### config.mk
export PLATFORM = sky130hd
export DESIGN_NAME = dither_scan_ctrl
export DESIGN_NICKNAME = d
export VERILOG_FILES = /design/src/rtl/scan_pkg.sv /design/src/rtl/scan_delay.sv /design/src/rtl/dither_scan_ctrl.sv
export SDC_FILE = /design/constraint.sdc
export NUM_CORES = 1
export LEC_CHECK = 0
export CORE_MARGIN = 5
export CORE_UTILIZATION = 55
export DETAILED_ROUTE_END_ITERATION = 8
export GPL_TIMING_DRIVEN = 0
export PLACE_DENSITY = 0.86
export RECOVER_POWER = 100
export SLEW_MARGIN = 0
export SYNTH_ARGS = -nofsm -noshare
export SYNTH_HDL_FRONTEND = slang
export SYNTH_SLANG_ARGS = --single-unit
### constraint.sdc
create_clock -name clk -period 4.06 [get_ports clk]
set_input_delay 0.406 -clock clk [delete_from_list [all_inputs] [get_ports clk]]
set_output_delay 0.406 -clock clk [all_outputs]
set_load 0.1 [all_outputs]
### src/rtl/scan_pkg.sv
`default_nettype none
// ----------------------------------------------------------------------------
// scan_pkg : shared types, mode encoding and timing helpers for the raster scan
// Revision 1.0
// ----------------------------------------------------------------------------
package scan_pkg;

  typedef logic [10:0] coord_t;

  typedef enum logic [1:0] {
    ST_IDLE = 2'd0,
    ST_RUN  = 2'd1,
    ST_LAST = 2'd2
  } scan_state_t;

  localparam logic [1:0] c_mode_pass   = 2'd0;
  localparam logic [1:0] c_mode_dither = 2'd1;
  localparam logic [1:0] c_mode_black  = 2'd2;
  localparam logic [1:0] c_mode_rsvd   = 2'd3;

  // One delay-line entry: everything that must stay aligned with the pixel.
  typedef struct packed {
    coord_t h;
    coord_t v;
    logic   blank;
    logic   hsync_n;
    logic   vsync_n;
    logic   frame_start;
    logic   dith;
    logic   black;
  } scan_tap_t;

  function automatic int scan_total(input int active, input int fp,
                                    input int sync, input int bp);
    return active + fp + sync + bp;
  endfunction

  // Returns {dith, black}; the reserved code behaves as pass-through.
  function automatic logic [1:0] decode_mode(input logic [1:0] m);
    logic [1:0] r;
    case (m)
      c_mode_pass:   r = 2'b00;
      c_mode_dither: r = 2'b10;
      c_mode_black:  r = 2'b01;
      c_mode_rsvd:   r = 2'b00;
      default:       r = 2'b00;
    endcase
    return r;
  endfunction

endpackage
`default_nettype wire

### src/rtl/scan_delay.sv
`default_nettype none
// ----------------------------------------------------------------------------
// scan_delay : fixed-depth shift register with a synchronous reset value
// Revision 1.0
// ----------------------------------------------------------------------------
module scan_delay #(
  parameter int               WIDTH   = 8,
  parameter int               DEPTH   = 2,
  parameter logic [WIDTH-1:0] RST_VAL = '0
) (
  input  logic             clk,
  input  logic             reset,
  input  logic [WIDTH-1:0] din,
  output logic [WIDTH-1:0] dout
);

  logic [WIDTH-1:0] r_sr [DEPTH];

  always_ff @(posedge clk) begin
    if (reset) begin
      for (int i = 0; i < DEPTH; i++) r_sr[i] <= RST_VAL;
    end else begin
      r_sr[0] <= din;
      for (int i = 1; i < DEPTH; i++) r_sr[i] <= r_sr[i-1];
    end
  end

  assign dout = r_sr[DEPTH-1];

endmodule
`default_nettype wire

### src/rtl/dither_scan_ctrl.sv
`default_nettype none
// ----------------------------------------------------------------------------
// dither_scan_ctrl : raster counters, framebuffer reads and pixel realignment
// Revision 1.0
// ----------------------------------------------------------------------------
module dither_scan_ctrl
  import scan_pkg::*;
#(
  parameter int H_ACTIVE = 1024,
  parameter int H_FP     = 24,
  parameter int H_SYNC   = 136,
  parameter int H_BP     = 160,
  parameter int V_ACTIVE = 768,
  parameter int V_FP     = 3,
  parameter int V_SYNC   = 6,
  parameter int V_BP     = 29,
  parameter int MEM_LAT  = 2,
  parameter int ADDR_W   = 20
) (
  input  logic              clk,
  input  logic              reset,
  input  logic              start,
  input  logic              stop,
  input  logic [1:0]        mode,
  output logic              mem_rd,
  output logic [ADDR_W-1:0] mem_addr,
  input  logic [23:0]       mem_rdata,
  output logic [10:0]       hc,
  output logic [10:0]       vc,
  output logic [23:0]       pixel,
  output logic              dith_en,
  output logic              hsync_n,
  output logic              vsync_n,
  output logic              blank,
  output logic              frame_start,
  output logic              busy
);

  localparam int     c_h_total = scan_total(H_ACTIVE, H_FP, H_SYNC, H_BP);
  localparam int     c_v_total = scan_total(V_ACTIVE, V_FP, V_SYNC, V_BP);
  localparam coord_t c_h_act   = coord_t'(H_ACTIVE);
  localparam coord_t c_v_act   = coord_t'(V_ACTIVE);
  localparam coord_t c_hs_lo   = coord_t'(H_ACTIVE + H_FP);
  localparam coord_t c_hs_hi   = coord_t'(H_ACTIVE + H_FP + H_SYNC);
  localparam coord_t c_vs_lo   = coord_t'(V_ACTIVE + V_FP);
  localparam coord_t c_vs_hi   = coord_t'(V_ACTIVE + V_FP + V_SYNC);
  localparam coord_t c_h_last  = coord_t'(c_h_total - 1);
  localparam coord_t c_v_last  = coord_t'(c_v_total - 1);

  localparam scan_tap_t c_idle_tap = '{h: '0, v: '0, blank: 1'b1, hsync_n: 1'b1,
                                       vsync_n: 1'b1, frame_start: 1'b0,
                                       dith: 1'b0, black: 1'b0};

  scan_state_t       r_state;
  coord_t            r_rh, r_rv;
  logic              r_dith, r_black;
  logic [ADDR_W-1:0] r_rd_cnt, r_mem_addr;
  logic              r_mem_rd;
  scan_tap_t         r_issue, w_tap, w_out;
  logic              w_run, w_rd, w_h_end, w_frame_end;
  logic [1:0]        w_mode_dec;

  assign w_run       = (r_state != ST_IDLE);
  assign w_rd        = w_run && (r_rh < c_h_act) && (r_rv < c_v_act);
  assign w_h_end     = (r_rh == c_h_last);
  assign w_frame_end = w_h_end && (r_rv == c_v_last);
  assign w_mode_dec  = decode_mode(mode);

  always_comb begin
    w_tap       = c_idle_tap;
    w_tap.h     = r_rh;
    w_tap.v     = r_rv;
    w_tap.dith  = r_dith;
    w_tap.black = r_black;
    if (w_run) begin
      w_tap.blank       = !w_rd;
      w_tap.hsync_n     = !((r_rh >= c_hs_lo) && (r_rh < c_hs_hi));
      w_tap.vsync_n     = !((r_rv >= c_vs_lo) && (r_rv < c_vs_hi));
      w_tap.frame_start = (r_rh == '0) && (r_rv == '0);
    end
  end

  always_ff @(posedge clk) begin
    if (reset) begin
      r_state    <= ST_IDLE;
      r_rh       <= '0;
      r_rv       <= '0;
      r_dith     <= 1'b0;
      r_black    <= 1'b0;
      r_rd_cnt   <= '0;
      r_mem_addr <= '0;
      r_mem_rd   <= 1'b0;
      r_issue    <= c_idle_tap;
    end else begin
      r_mem_rd <= w_rd;
      r_issue  <= w_tap;
      if (w_rd) begin
        r_mem_addr <= r_rd_cnt;
        r_rd_cnt   <= r_rd_cnt + ADDR_W'(1);
      end
      case (r_state)
        ST_IDLE: begin
          r_rh     <= '0;
          r_rv     <= '0;
          r_rd_cnt <= '0;
          if (start && !stop) begin
            r_state <= ST_RUN;
            r_dith  <= w_mode_dec[1];
            r_black <= w_mode_dec[0];
          end
        end
        ST_RUN, ST_LAST: begin
          if (w_h_end) begin
            r_rh <= '0;
            if (r_rv == c_v_last) begin
              r_rv     <= '0;
              r_rd_cnt <= '0;
            end else begin
              r_rv <= r_rv + 11'd1;
            end
          end else begin
            r_rh <= r_rh + 11'd1;
          end
          // A stop seen on the very last raw cycle ends the current frame.
          if (w_frame_end) begin
            if ((r_state == ST_LAST) || stop) begin
              r_state <= ST_IDLE;
            end else begin
              r_dith  <= w_mode_dec[1];
              r_black <= w_mode_dec[0];
            end
          end else if ((r_state == ST_RUN) && stop) begin
            r_state <= ST_LAST;
          end
        end
        default: r_state <= ST_IDLE;
      endcase
    end
  end

  scan_delay #(
    .WIDTH  ($bits(scan_tap_t)),
    .DEPTH  (MEM_LAT),
    .RST_VAL(c_idle_tap)
  ) u_delay (
    .clk  (clk),
    .reset(reset),
    .din  (r_issue),
    .dout (w_out)
  );

  assign mem_rd      = r_mem_rd;
  assign mem_addr    = r_mem_addr;
  assign hc          = w_out.h;
  assign vc          = w_out.v;
  assign blank       = w_out.blank;
  assign hsync_n     = w_out.hsync_n;
  assign vsync_n     = w_out.vsync_n;
  assign frame_start = w_out.frame_start;
  assign dith_en     = w_out.dith;
  assign pixel       = (!w_out.blank && !w_out.black) ? mem_rdata : 24'h000000;
  assign busy        = w_run;

endmodule
`default_nettype wire

==> flow_metrics.tcl <==
set metrics [dict create \
    outcome "complete, no violations" \
    routed_wl_um 12430 \
    p_comb_share_pct 12.9 \
    critPathRequiredTime_ns 3.65 \
    power_mw 3.468 \
    cts_num_sinks 151 \
    grt-ovfl-total 0 \
    synth-seq-cells 151 \
    hold_start "reset" \
    drt.antenna.violating_nets 0 \
    internal_power_mw 2.465 \
    worstSkewPairLatency_ns 0.53 \
    yosys_warnings 0 \
    place_congestion 0.8879 \
    yosysUniqueCellTypes 52 \
    cts-root-buf "clkbuf_8" \
    p_clk_share_pct 43.3 \
    port_buffers 101 \
    cts.htree.levels 4 \
    drive_gt1_share_pct 9.067 \
    ctsHoldBuffers 0 \
    stdcell_count 897 \
    switching_share_pct 28.93 \
    setup_viol 0 \
    slowest_delay_ns 1.21 \
    peakVddDrop_uv 291.0 \
    diodes 0 \
    fp-row-count 37 \
    synthCells 628 \
    timing.rr.start "r_rh[10]$_SDFFE_PP0N_" \
    switchingPower_mw 1.003 \
    cpMostUsedCell "inv_1" \
    track_usage_pct 20.11 \
    seq_power_share_pct 43.8 \
    tns_ns 0 \
    dr.first_iter.drc_count 372 \
    antenna_found_initial 0 \
    start_kind "flip-flop" \
    synth.top_cell.area_share_pct 52.26 \
    core_area_um2 10280 \
    synth_area_leaders "dfxtp_1 (52%), nor2b_1 (7.5%), nand2_1 (4.9%)" \
    fmax_mhz 311.9 \
    dominantRegCellSynth "dfxtp_1" \
    drc 0 \
    slew_headroom_pct 32.25 \
    viasPerCell 5.116 \
    drt-wirelength-per-cell_um 13.86 \
    grt_pass1_vias 4503 \
    initial_core_util_pct 56.28 \
    netlist_area_um2 5784 \
    dieArea_um2 12670 \
    rsz0062_at_grt "no" \
    worstMarginPinSlew_ns 1.013 \
    slew_violations 0 \
    period_share_pct 78.96 \
    hold_end "r_issue[1]$_SDFF_PP0_" \
    r2r_slack_ns 1.08 \
    worst_clock_skew_ns 0.01052 \
    syn_to_final_growth_pct 29.85 \
    ff2ff_path_depth 7 \
    cts.clk_slew.worst_paths_ns 0.07 \
    r2r_end "r_rd_cnt[1]$_SDFF_PP0_" \
    synth-edff-count 0 \
    die_w_um 112.6 \
    vias 4589 \
    hold_class "in2reg" \
    hold-worst-slack_ns 0.3092 \
    drtPass1Iterations 6 \
    synth_area_leader_cell "dfxtp_1" \
    cts_buffer_depth 2 \
    cts_made_buffers 17 \
    hold_viol 0 \
    cp-end-kind "primary output" \
    cts_resized 0 \
    power_density_nw_per_um2 461.7 \
    final_util_pct 73.08 \
    dp_hpwl_um 8916 \
    synth_nets 668 \
    pin_count 103 \
    syn_avg_cell_area_um2 9.211 \
    whs_path_depth 2 \
    cts_tree "done" \
    crit_slowest_cell "dlygate4sd3_1" \
    die_y_um 112.6 \
    postCtsSetupRepairBufs 0 \
    dp.cells 865 \
    arrival_ns 2.80 \
    grt_max_degree 17 \
    n_fill_cell 726 \
    leakagePower_nw 2.980 \
    yosysSeqAreaShare_pct 52.26 \
    fin_nets 788 \
    crit_chain "inv_1, ha_1, clkbuf_1, inv_1, dlygate4sd3_1" \
    critPathKind "reg2out" \
    async_flop_share_pct 0 \
    period_needed_ns 3.206 \
    critPathMaxFanout 9 \
    grt_pass1_wl_um 20930 \
    maxCapViolCount 0 \
]
critical path, delay by kind of cell (launching register included):
family	cells	cell delay, ns
flip-flops	1	0.39
buffers and inverters	4	1.68
adder cells (fa/ha/maj)	1	0.20
how the worst max path moves through the flow:
stage                                    from         to  slack [ns]  cells after the start
2_1_floorplan  u_delay.r_sr[0][33]$_SDFF_PP1_  pixel[10]        1.69                      3
3_3_place_gp          r_state[0]$_SDFFE_PP0P_       busy        1.54                      5
3_5_place_dp          r_state[0]$_SDFFE_PP0P_       busy        1.47                      5
4_1_cts               r_state[0]$_SDFFE_PP0P_       busy        0.89                      5
5_1_grt        u_delay.r_sr[0][28]$_SDFF_PP0_  pixel[10]        0.72                      4
6_report              r_state[0]$_SDFFE_PP0P_       busy        0.85                      5
layout by cell type (no fill, tap or decap), types with 4 or more instances in the layout:
master           Yosys  layout
dfxtp_1            151     151
nand2_1             76      76
dlygate4sd3_1        0      73
nor2b_1             69      69
nor2_1              51      51
a21oi_1             33      33
clkbuf_1            25      31
clkdlybuf4s50_1      0      28
and2_1              24      24
buf_4               22      22
xnor2_1             19      19
inv_1               17      17
nand3_1             17      17
nor3_1              15      16
clkbuf_16            0      16
ha_1                10      10
o21ai_0              7       9
xor2_1               9       9
or2_2                7       7
nand4_1              7       7
nor4_1               6       6
clkinv_4             0       5
inv_6                0       4
layout make-up:
class                           count  area, um2  area share [%]
Tap cell                          136      170.2           2.266
Timing Repair Buffer              101       1011           13.46
Clock inverter                     15      163.9           2.182
Sequential cell                   151       3023           40.25
Clock buffer                       17      414.1           5.514
Inverter                           17      63.81          0.8496
Buffer                             56      300.3           3.998
Multi-Input combinational cell    404       2365           31.48
power by group through the flow:
stage,Combinational (mW),Sequential (mW),Clock [mW]
2_1_floorplan,0.297,1.57,0
3_3_place_gp,0.433,1.55,0
3_5_place_dp,0.449,1.55,0
4_1_cts,0.456,1.52,1.53
5_1_grt,0.481,1.52,1.59
6_report,0.447,1.52,1.50
sequential cells by signal, summed over array words and instances, names as in the netlist:
signal        flops
u_delay.r_sr     56
r_issue          28
mem_addr         20
r_rd_cnt         20
r_rh             11
r_rv             11
r_state           2
mem_rd            1
r_black           1
r_dith            1
Yosys cell counts, types with 3 or more instances:
| library cell | count |
|---|---|
| nor4_1 | 6 |
| o21a_1 | 3 |
| dfxtp_1 | 151 |
| xor2_1 | 9 |
| o21ai_0 | 7 |
| nor2b_1 | 69 |
| ha_1 | 10 |
| inv_1 | 17 |
| buf_2 | 4 |
| buf_4 | 22 |
| nand3_1 | 17 |
| nor2_1 | 51 |
| nand2_1 | 76 |
| a31oi_1 | 3 |
| a21o_1 | 3 |
| clkbuf_1 | 25 |
| and2_1 | 24 |
| and4_1 | 3 |
| and3_1 | 3 |
| or3_1 | 3 |
| buf_1 | 4 |
| xnor2_1 | 19 |
| or2_2 | 7 |
| a21oi_1 | 33 |
| nor3_1 | 15 |
| nand4_1 | 7 |
| or4_1 | 3 |
layer usage:
metal	up-vias	global-route usage, %	wire length, um
met5	-	0	0
met4	0	8.173	244
met3	29	4.420	717
met2	169	36.57	6709
met1	2126	22.62	4761
li1	2265	-	-
logic make-up (layout without fill, tap and decap cells):
family | after synthesis | count (layout) | synth area share [%]
adder cells (fa/ha/maj) | 10 | 10 | 2.163
XOR/XNOR | 28 | 28 | 4.240
AND/OR/NAND/NOR | 301 | 301 | 27.80
multiplexers | 3 | 3 | 0.5624
AO/OA/AOI/OAI | 62 | 62 | 6.598
flip-flops | 151 | 151 | 52.26
buffers and inverters | 73 | 206 | 6.381
through the flow:
stage	setup WS, ns	instance area, um2
2_1_floorplan	1.687	5784
3_3_place_gp	1.537	6965
3_5_place_dp	1.471	6965
4_1_cts	0.8881	7543
5_1_grt	0.7243	7511
6_report	0.8541	7511
Note: power is estimated with default switching activity, not from simulation.
